==> config.mk <==
export PLATFORM = sky130hd
export DESIGN_NAME = mem_arbiter
export DESIGN_NICKNAME = d
export VERILOG_FILES = /design/src/rtl/mem_arbiter.sv
export SDC_FILE = /design/constraint.sdc
export NUM_CORES = 1
export LEC_CHECK = 0
export CAP_MARGIN = 40
export CORE_ASPECT_RATIO = 1.1
export CORE_MARGIN = 4
export CORE_UTILIZATION = 37
export CTS_CLUSTER_DIAMETER = 200
export DETAILED_ROUTE_END_ITERATION = 8
export PLACE_DENSITY = 0.77
export SETUP_SLACK_MARGIN = 0.2
export SYNTH_ARGS = -nofsm -noshare
export SYNTH_HDL_FRONTEND = slang
export SYNTH_SLANG_ARGS = --single-unit
==> constraint.sdc <==
create_clock -name clk -period 1.7 [get_ports clk]
set_clock_uncertainty 0.15 [all_clocks]
set_input_delay 0.34 -clock clk [delete_from_list [all_inputs] [get_ports clk]]
set_output_delay 0.34 -clock clk [all_outputs]
set_load 0.03 [all_outputs]
==> src/rtl/mem_arbiter.sv <==
// Two-port memory arbiter: IF and MEM stage requests share one memory port.
// Data wins by default; a bounded starvation counter lets instruction in.
module mem_arbiter #(
  parameter int STARVE_LIMIT = 4
) (
  input  logic        clk,
  input  logic        reset_n,
  input  logic        i_read,
  input  logic        i_write,
  input  logic [15:0] i_address,
  input  logic [15:0] i_wdata,
  input  logic [1:0]  i_byte_en,
  output logic [15:0] i_rdata,
  output logic        i_resp,
  input  logic        d_read,
  input  logic        d_write,
  input  logic [15:0] d_address,
  input  logic [15:0] d_wdata,
  input  logic [1:0]  d_byte_en,
  output logic [15:0] d_rdata,
  output logic        d_resp,
  output logic        m_read,
  output logic        m_write,
  output logic [15:0] m_address,
  output logic [15:0] m_wdata,
  output logic [1:0]  m_byte_en,
  input  logic [15:0] m_rdata,
  input  logic        m_resp,
  output logic        busy
);

  typedef enum logic [1:0] {
    IDLE,
    SERVE_I,
    SERVE_D,
    RESP
  } state_e;

  localparam logic [2:0] LIMIT = 3'(STARVE_LIMIT);

  state_e      state_q, state_d;
  logic        gnt_d_q, gnt_d_d;
  logic        op_wr_q, op_wr_d;
  logic [15:0] addr_q, addr_d;
  logic [15:0] wdata_q, wdata_d;
  logic [1:0]  be_q, be_d;
  logic [2:0]  starve_q, starve_d;
  logic [15:0] i_rdata_q, i_rdata_d;
  logic [15:0] d_rdata_q, d_rdata_d;

  logic i_pend, d_pend, i_win, d_win;

  assign i_pend = i_read | i_write;
  assign d_pend = d_read | d_write;
  assign i_win  = i_pend & (~d_pend | (starve_q == LIMIT));
  assign d_win  = d_pend & ~i_win;

  always_ff @(posedge clk or negedge reset_n) begin
    if (!reset_n) begin
      state_q   <= IDLE;
      gnt_d_q   <= 1'b0;
      op_wr_q   <= 1'b0;
      addr_q    <= '0;
      wdata_q   <= '0;
      be_q      <= '0;
      starve_q  <= '0;
      i_rdata_q <= '0;
      d_rdata_q <= '0;
    end else begin
      state_q   <= state_d;
      gnt_d_q   <= gnt_d_d;
      op_wr_q   <= op_wr_d;
      addr_q    <= addr_d;
      wdata_q   <= wdata_d;
      be_q      <= be_d;
      starve_q  <= starve_d;
      i_rdata_q <= i_rdata_d;
      d_rdata_q <= d_rdata_d;
    end
  end

  always_comb begin
    state_d   = state_q;
    gnt_d_d   = gnt_d_q;
    op_wr_d   = op_wr_q;
    addr_d    = addr_q;
    wdata_d   = wdata_q;
    be_d      = be_q;
    starve_d  = starve_q;
    i_rdata_d = i_rdata_q;
    d_rdata_d = d_rdata_q;
    unique case (state_q)
      IDLE: begin
        if (d_win) begin
          state_d = SERVE_D;
          gnt_d_d = 1'b1;
          op_wr_d = d_write;
          addr_d  = d_address;
          wdata_d = d_wdata;
          be_d    = d_byte_en;
          // Only count grants that actually make the IF port wait.
          if (!i_pend)
            starve_d = '0;
          else if (starve_q != LIMIT)
            starve_d = starve_q + 3'd1;
        end else if (i_win) begin
          state_d  = SERVE_I;
          gnt_d_d  = 1'b0;
          op_wr_d  = i_write;
          addr_d   = i_address;
          wdata_d  = i_wdata;
          be_d     = i_byte_en;
          starve_d = '0;
        end
      end
      SERVE_I: begin
        if (m_resp) begin
          state_d   = RESP;
          i_rdata_d = m_rdata;
        end
      end
      SERVE_D: begin
        if (m_resp) begin
          state_d   = RESP;
          d_rdata_d = m_rdata;
        end
      end
      RESP: state_d = IDLE;
      default: state_d = IDLE;
    endcase
  end

  always_comb begin
    m_read    = 1'b0;
    m_write   = 1'b0;
    i_resp    = 1'b0;
    d_resp    = 1'b0;
    busy      = (state_q != IDLE);
    m_address = addr_q;
    m_wdata   = wdata_q;
    m_byte_en = be_q;
    i_rdata   = i_rdata_q;
    d_rdata   = d_rdata_q;
    unique case (state_q)
      SERVE_I, SERVE_D: begin
        m_read  = ~op_wr_q;
        m_write = op_wr_q;
      end
      RESP: begin
        i_resp = ~gnt_d_q;
        d_resp = gnt_d_q;
      end
      default: ;
    endcase
  end

endmodule

Word-level counts from Yosys, hierarchy flattened
Index checks and enable logic that the tools add are counted.
{"block": "totals", "regBits": 73, "latch_bits": 0, "mem_bits_rw": 0, "romBits": 0, "inputBits": 91, "out_inout_bits": 71, "elab_cells": 58, "memories": 0}
{"block": "op_classes", "add_sub_neg": 1, "n_mul": 0, "div_mod_pow": 0, "magnitude_cmp": 0, "n_eq_ne": 8, "shifts": 0, "mux": 22, "n_bitwise": 9, "n_reduce_logical": 9}
{"op": "$mux 16", "n": 4}
{"op": "$mux 3", "n": 4}
{"op": "$mux 2", "n": 5}
{"op": "$mux 1", "n": 8}
{"op": "$reduce_and 2->1", "n": 4}
{"op": "$ne 3x3->1 const B", "n": 2}
{"op": "$pmux 2 s3", "n": 1}
{"op": "$eq 2x2->1 const B", "n": 2}
{"op": "$not 1->1", "n": 4}
{"op": "$reduce_bool 2->1", "n": 2}
{"op": "$add 3x1->3 const B", "n": 1}
{"op": "$eq 3x3->1 const B", "n": 1}
{"op": "$ne 3x2->1 const B", "n": 1}
{"op": "$or 1x1->1", "n": 3}
{"op": "$reduce_and 3->1", "n": 1}
{"op": "$and 1x1->1", "n": 2}
{"op": "$eq 2x1->1 const B", "n": 1}
{"op": "$logic_not 2->1", "n": 1}
{"op": "$ne 2x1->1 const B", "n": 1}
{"op": "$reduce_or 2->1", "n": 1}

Logic depth before layout (Yosys ltp)
Gate-level depths: netlist (run 1).
{"block": "depth", "ltp_word": 8, "depth_mapped": 7, "ltp_nobuf": 5}

Worst setup path before layout (run 1)
Ideal clock, no wire load.
{"block": "synth_timing", "kind": "register to register", "from": "register state_q[0]", "to": "register addr_q[10], in the netlist m_address[10]", "setup_ps": 80, "arrival_ps": 1568, "required_ps": 1470, "setup_slack_ps": -97, "path_stages_with_launch": 7, "path_buffers": 1, "synth_period_minus_slack_ps": 1797, "cell_sequence": "dfrtp_1 inv_1 ha_1 inv_1 nor2_4 buf_2 a2bb2oi_1"}
{"block": "synth_via", "elab_chain_len": 2}
{"item": "start: declaration", "line_no": "41", "source": "state_e state_q, state_d;"}
{"item": "start signal: assignment", "line_no": "70", "source": "state_q <= state_d;"}
{"item": "$logic_not 2->1", "line_no": "92", "source": "unique case (state_q)"}
{"item": "$reduce_and 2->1 (no line)"}
{"item": "end signal: assignment", "line_no": "73", "source": "addr_q <= addr_d;"}
{"item": "end: declaration", "line_no": "44", "source": "logic [15:0] addr_q, addr_d;"}
Every way passes these cells.
A chain may end at the register's enable or synchronous reset.

Worst setup path after layout (run 1)
{"block": "layout_timing", "from": "register state_q[0]", "to": "output port m_read"}
{"block": "layout_via", "elab_chain_len": 3, "word_cells_on_any_way": 4, "classes_between": "eq/ne (2); mux (1); reduce/logical (1)"}
{"item": "$eq 2x2->1 / $eq 2x1->1 (equally long branches)", "line_no": "144", "source": "unique case (state_q)"}
{"item": "$reduce_or 2->1 (no line) *"}
{"item": "$mux 1 *", "line_no": "144"}
{"item": "end: declaration", "line_no": "22", "source": "output logic m_read,"}
Mark *: on every way between the ends. The rest lies on a longest branch, timed or not.

==> flow_metrics.tcl, run 1 <==
set metrics [dict create \
    r2r_start "state_q[0]$_DFFE_PN0P_" \
    dieArea_um2 10830 \
    synth_nets 371 \
    critPathLaunch "state_q[0]$_DFFE_PN0P_" \
    drtIter0Drc 143 \
    grt_pass1_wl_mm 20.96 \
    vias 3421 \
    grt.total_usage_pct 25.07 \
    port_buffers 161 \
    nNetsFinal 582 \
    worst_slack_ns -0.1944 \
    io-pin-count 162 \
    worst_pin_slew_ns 0.5346 \
    drv_slew 0 \
    period_needed_ns 1.894 \
    core_um2 8919 \
    required_ns 1.21 \
    dr.pass1.iters 4 \
    die_y_um 108.8 \
    place_ws_ns -0.3992 \
    met1_length_mm 5.323 \
    ir_drop_mv 1.313 \
    critPathKind "reg2out" \
    cts_tree "yes" \
    place_congestion 0.8048 \
    routed_wl_mm 14.13 \
    wl_met2_mm 7.216 \
    dr_wl_met3_mm 1.162 \
    fp-row-count 36 \
    die_w_um 99.60 \
    final-hold-violation-count 0 \
    yosysSeqAreaShare_pct 53.50 \
    numCtsBuffers 9 \
    grt_setup_unrepaired "true" \
    synth_seq_cells 73 \
    antenna_found_initial 0 \
    syn_avg_cell_area_um2 12.46 \
    grt_start_max_net_pins 74 \
    cts_root_buf "clkbuf_8" \
    avgRoutedWirePerCell_um 23.40 \
    fillers 546 \
    final_layout_size_suffix_gt1_share_pct 55.92 \
    final_cells 604 \
    areaGrowthSynthToFinish_pct 95.13 \
    arrival_ns 1.40 \
    fmax_mhz 527.9 \
    dp.final_hpwl_mm 7.741 \
    utilization_pct 74.71 \
    cts.sinks 73 \
    initial_core_util_pct 38.29 \
    grt_remaining_overflow 0 \
    worstPathMaxFanout 3 \
    setup-violations-final 42 \
    netlist_instances 274 \
    fin_tns_setup_ns -1.554 \
    p_leak_nw 2.755 \
    status "finished with violations" \
    final_common_cell "clkdlybuf4s50_1" \
    hp-start "d_rdata[11]$_DFFE_PN0P_" \
    top_layer_used "met4" \
    vias_per_cell 5.664 \
    final_cell_mix "85 x clkdlybuf4s50_1, 73 x dfrtp_1, 66 x buf_2" \
    antennaDiodeCount 0 \
    clkLatencyLatePin_ns 0.35 \
    clk_path_buf_depth 2 \
    maxCapViolations 0 \
    final-seq-area_um2 1827 \
    clk_pin_slew_worst_paths_ns 0.08 \
    end_kind "output port" \
    hold_class "reg2reg" \
    power.density_nw_per_um2 2038 \
    cts_max_level 3 \
    violations "setup timing" \
    multi_input_comb_area_um2 2298 \
    yosysUniqueCellTypes 34 \
    place_inst 551 \
    remaining_drc_errors 0 \
    netlist_area_um2 3415 \
    grt_pass1_vias 3788 \
    fin_crit_sh_pct 111.4 \
    cp-start-kind "register" \
    yosysWarnings 0 \
    relSlewSlack_pct 64.36 \
    ant_nets 0 \
]
repair_timing:
| action | 4_1_cts | 5_1_grt |
|---|---|---|
| endpoints found under the hold margin | 73 | 0 |
| buffers inserted | 22 | 4 |
| hold buffers | 1 | 0 |
| pin swaps | 19 | 14 |
| setup endpoints to repair | 140 | 79 |
| cloned | 9 | 1 |
| gates resized for setup | 483 | 38 |
path summary, 6_finish.rpt:
check | end | slack, ns | cells past startpoint
max in group asynchronous | m_address[2]$_DFFE_PN0P_ | 0.69 | 3
max reg2reg | m_address[14]$_DFFE_PN0P_ | -0.09 | 8
max | m_read | -0.19 | 4
min | d_rdata[11]$_DFFE_PN0P_ | 0.36 | 1
min reg2reg | d_rdata[11]$_DFFE_PN0P_ | 0.36 | 1
min in group asynchronous | d_rdata[9]$_DFFE_PN0P_ | 0.40 | 3
sequential cells by signal, summed over array words and instances (netlist names):
name	cells
d_rdata	16
gnt_d_q	1
i_rdata	16
m_address	16
m_byte_en	2
m_wdata	16
op_wr_q	1
starve_q	3
state_q	2
metal layers:
layer	up-vias	GRT usage, %
li1	1480	-
met1	1745	28.27
met2	160	42.61
met3	36	8.189
met4	0	12.59
met5	-	0
layout make-up:
cell class	count	share of cell area, %
clock buffers	12	2.329
repair buffers	222	32.43
inverters	6	0.4131
clock inverters	4	0.7700
flip-flops and latches	73	27.42
well taps	114	2.141
multi-input cells	173	34.50
critical path, cell delays in order, from the launching register on:
cell,delay (ns)
dfrtp_1,0.42
inv_2,0.08
ha_4,0.28
nor2b_4,0.14
buf_6,0.13
Yosys cell counts:
library cell	n	area (um2)
o211ai_2	1	12.51
a32o_1	1	10.01
nor2b_1	2	12.51
o22ai_1	1	6.260
o21ai_1	2	10.01
a2bb2oi_2	10	150.1
o211a_4	1	17.52
nand2b_1	1	6.260
buf_6	2	22.52
o41ai_1	1	8.760
a221oi_1	1	8.760
o41ai_4	1	27.53
nor2_2	1	6.260
nor4_2	1	12.51
buf_2	16	80.08
dfrtp_1	73	1827
mux2_2	33	371.6
and2_1	2	12.51
inv_1	6	22.52
xor2_1	1	8.760
o21ai_0	35	175.2
a2bb2oi_1	25	219.0
a21oi_1	1	5.000
a31oi_1	34	212.7
ha_1	6	75.07
or2_1	1	6.260
nor3_1	2	10.01
buf_4	1	7.510
a32oi_1	1	8.760
a22o_1	2	17.52
and3_1	1	6.260
clkbuf_1	3	11.26
nand2_1	4	15.01
nor2_4	1	11.26
kinds of logic after synthesis:
| family | after synthesis | synth area share (%) |
|---|---|---|
| xor+xnor | 1 | 0.2566 |
| mux | 33 | 10.88 |
| fa+ha+maj | 6 | 2.199 |
| flops | 73 | 53.50 |
| simple gates | 16 | 2.895 |
| compound gates | 117 | 26.05 |
| buf+inv | 28 | 4.214 |
power by group:
part	total, mW	switching (mW)	internal [mW]
sequential	3.23	0.607	2.62
combinational	8.92	4.57	4.35
clock	1.43	0.672	0.759
total	13.6	5.84	7.73
through the flow:
step	total power [mW]	hold WS [ns]	instance area (um2)
floorplan	7.149	-0.1056	3461
global placement	9.719	0.2373	5350
detailed placement	9.908	0.2404	5350
CTS	12.91	0.3561	6406
global route	14.17	0.3793	6663
finish	13.58	0.3571	6663
Power figures use the tool's default switching activity.
==> run 2: changes to the inputs <==
GPL_ROUTABILITY_DRIVEN = 0   (was not set)
==> results of run 2 <==
No change in the layout: final DEF, timing and power equal those of run 1.
==> run 3: changes to the inputs <==
PLACE_DENSITY = 0.76   (was 0.77)
==> run 3 against run 2 <==
- the run still ends with setup timing left
- wire length shrank 7.9%
- first-iteration DRC count is 9.1% higher
- core utilization shrank 1.0 points
- global-route usage fell by 2.4 points
- via count down 4.2%
- final cell count shrank 0.66%
- worst hold slack improved by 0.0012 ns
==> flow_metrics.tcl, run 3 (synthesis gave the netlist of run 1 again) <==
set metrics [dict create \
    fin_crit_sh_pct 108.4 \
    initial_core_util_pct 38.29 \
    final_common_cell "clkdlybuf4s50_1" \
    cts_root_buf "clkbuf_8" \
    grt_remaining_overflow 0 \
    worst_pin_slew_ns 0.4968 \
    fmax_mhz 542.7 \
    io-pin-count 162 \
    fin_tns_setup_ns -2.465 \
    cp.buffers_inverters 5 \
    die_w_um 99.60 \
    p_int_mw 7.930 \
    routed_wl_mm 13.02 \
    cp-start-kind "register" \
    avgRoutedWirePerCell_um 21.69 \
    relSlewSlack_pct 66.60 \
    required_ns 1.21 \
    crit_chain "inv_2 > ha_4 > buf_6 > inv_4 > buf_6 > buf_6" \
    grt_setup_unrepaired "true" \
    ant_nets 0 \
    period_needed_ns 1.843 \
    ir_drop_mv 1.405 \
    worst_slack_ns -0.1425 \
    dp.final_hpwl_mm 7.280 \
    crit_path_top_delay_cell "dfrtp_1" \
    vias_per_cell 5.460 \
    switching_share_pct 41.68 \
    final_cell_mix "85 x clkdlybuf4s50_1, 73 x dfrtp_1, 66 x buf_2" \
    worstPathMaxFanout 2 \
    grt.total_usage_pct 22.71 \
    drtIter0Drc 156 \
    cts.sinks 73 \
    dieArea_um2 10830 \
    grt_pass1_vias 3713 \
    status "finished with violations" \
    final_cells 600 \
    areaGrowthSynthToFinish_pct 92.41 \
    numCtsBuffers 9 \
    nNetsFinal 578 \
    design_power_total_mw 13.60 \
    critPathKind "reg2out" \
    cpMostUsedCell "buf_6" \
    dr.pass1.iters 4 \
    die_y_um 108.8 \
    cts_tree "yes" \
    clk_path_buf_depth 2 \
    fp-row-count 36 \
    p_leak_nw 2.781 \
    slowest_delay_ns 0.41 \
    grt_start_max_net_pins 74 \
    violations "setup timing" \
    final_layout_size_suffix_gt1_share_pct 52.47 \
    p_switching_mw 5.666 \
    grt_pass1_wl_mm 19.27 \
    place_inst 551 \
    maxCapViolations 0 \
    combPwrFrac_pct 63.9 \
    core_um2 8919 \
    vias 3276 \
    port_buffers 161 \
    seq_power_share_pct 23.5 \
    drv_slew 0 \
    power.density_nw_per_um2 2069 \
    clock_power_share_pct 12.6 \
    final-hold-violation-count 0 \
    remaining_drc_errors 0 \
    hold_class "reg2reg" \
    utilization_pct 73.67 \
    antenna_found_initial 0 \
    end_kind "output port" \
    cts_max_level 3 \
    clkLatencyLatePin_ns 0.33 \
    cp_top_family "buffers and inverters" \
    clk_pin_slew_worst_paths_ns 0.08 \
    setup-violations-final 47 \
    arrival_ns 1.35 \
    antennaDiodeCount 0 \
]
[run 3: cell count changes in the layout (fill, tap and decap cells not counted), sizes merged, moves of 2 or more]
cell,delta
buf,-5
bufinv,+2
clkdlybuf4s15,-3
dlygate4sd2,+3
[run 3: final timing paths]
kind                                    startpoint                   endpoint  slack, ns  cells after the start
max                         state_q[0]$_DFFE_PN0P_                       busy      -0.14                      6
max in group asynchronous                  reset_n    starve_q[0]$_DFFE_PN0P_       0.67                      3
min reg2reg                i_rdata[12]$_DFFE_PN0P_    i_rdata[12]$_DFFE_PN0P_       0.36                      1
max reg2reg                 state_q[0]$_DFFE_PN0P_  m_address[14]$_DFFE_PN0P_      -0.12                     10
min in group asynchronous                  reset_n     m_wdata[0]$_DFFE_PN0P_       0.41                      3
min                        i_rdata[12]$_DFFE_PN0P_    i_rdata[12]$_DFFE_PN0P_       0.36                      1
[run 3: per-stage QoR]
| stage | setup slack, ns | cell area, um2 | hold WS, ns |
|---|---|---|---|
| final | -0.1425 | 6570 | 0.3583 |
| after detailed placement | -0.3756 | 5338 | 0.2374 |
| after global placement | -0.4374 | 5318 | 0.2361 |
| after floorplan | 0.1997 | 3461 | -0.1056 |
| after CTS | -0.1287 | 6152 | 0.3591 |
| after global routing | -0.2090 | 6570 | 0.3762 |
[run 3: cell type report]
type	count	area [um2]
clock inverters	4	98.84
fillers	581	2349
clock buffers	12	155.1
well taps	114	142.6
multi-input cells	173	2217
flip-flops and latches	73	1827
inverters	6	25.02
repair buffers	218	2105
[run 3: repair_timing]
action | 4_1_cts | 5_1_grt
setup endpoints to repair | 144 | 81
gates cloned | 9 | 2
resized for setup | 437 | 53
setup buffers | 19 | 2
hold endpoints to repair | 73 | 0
pin swaps | 16 | 14
hold buffers | 1 | 0
[run 3: metal layers]
| metal | part of all wire (%) | track usage, % |
|---|---|---|
| met1 | 38 | 25.39 |
| met2 | 53 | 41.55 |
| met3 | 6.7 | 6.910 |
| met4 | 2.1 | 6.732 |
| met5 | 0 | 0 |
[run 3: power by group through the flow]
stage | registers (mW) | logic [mW] | clock network [mW]
floorplan | 4.68 | 2.47 | 0
global placement | 3.11 | 6.53 | 0
detailed placement | 3.16 | 6.70 | 0
CTS | 3.14 | 7.89 | 1.74
global route | 3.30 | 9.10 | 1.82
finish | 3.19 | 8.69 | 1.71
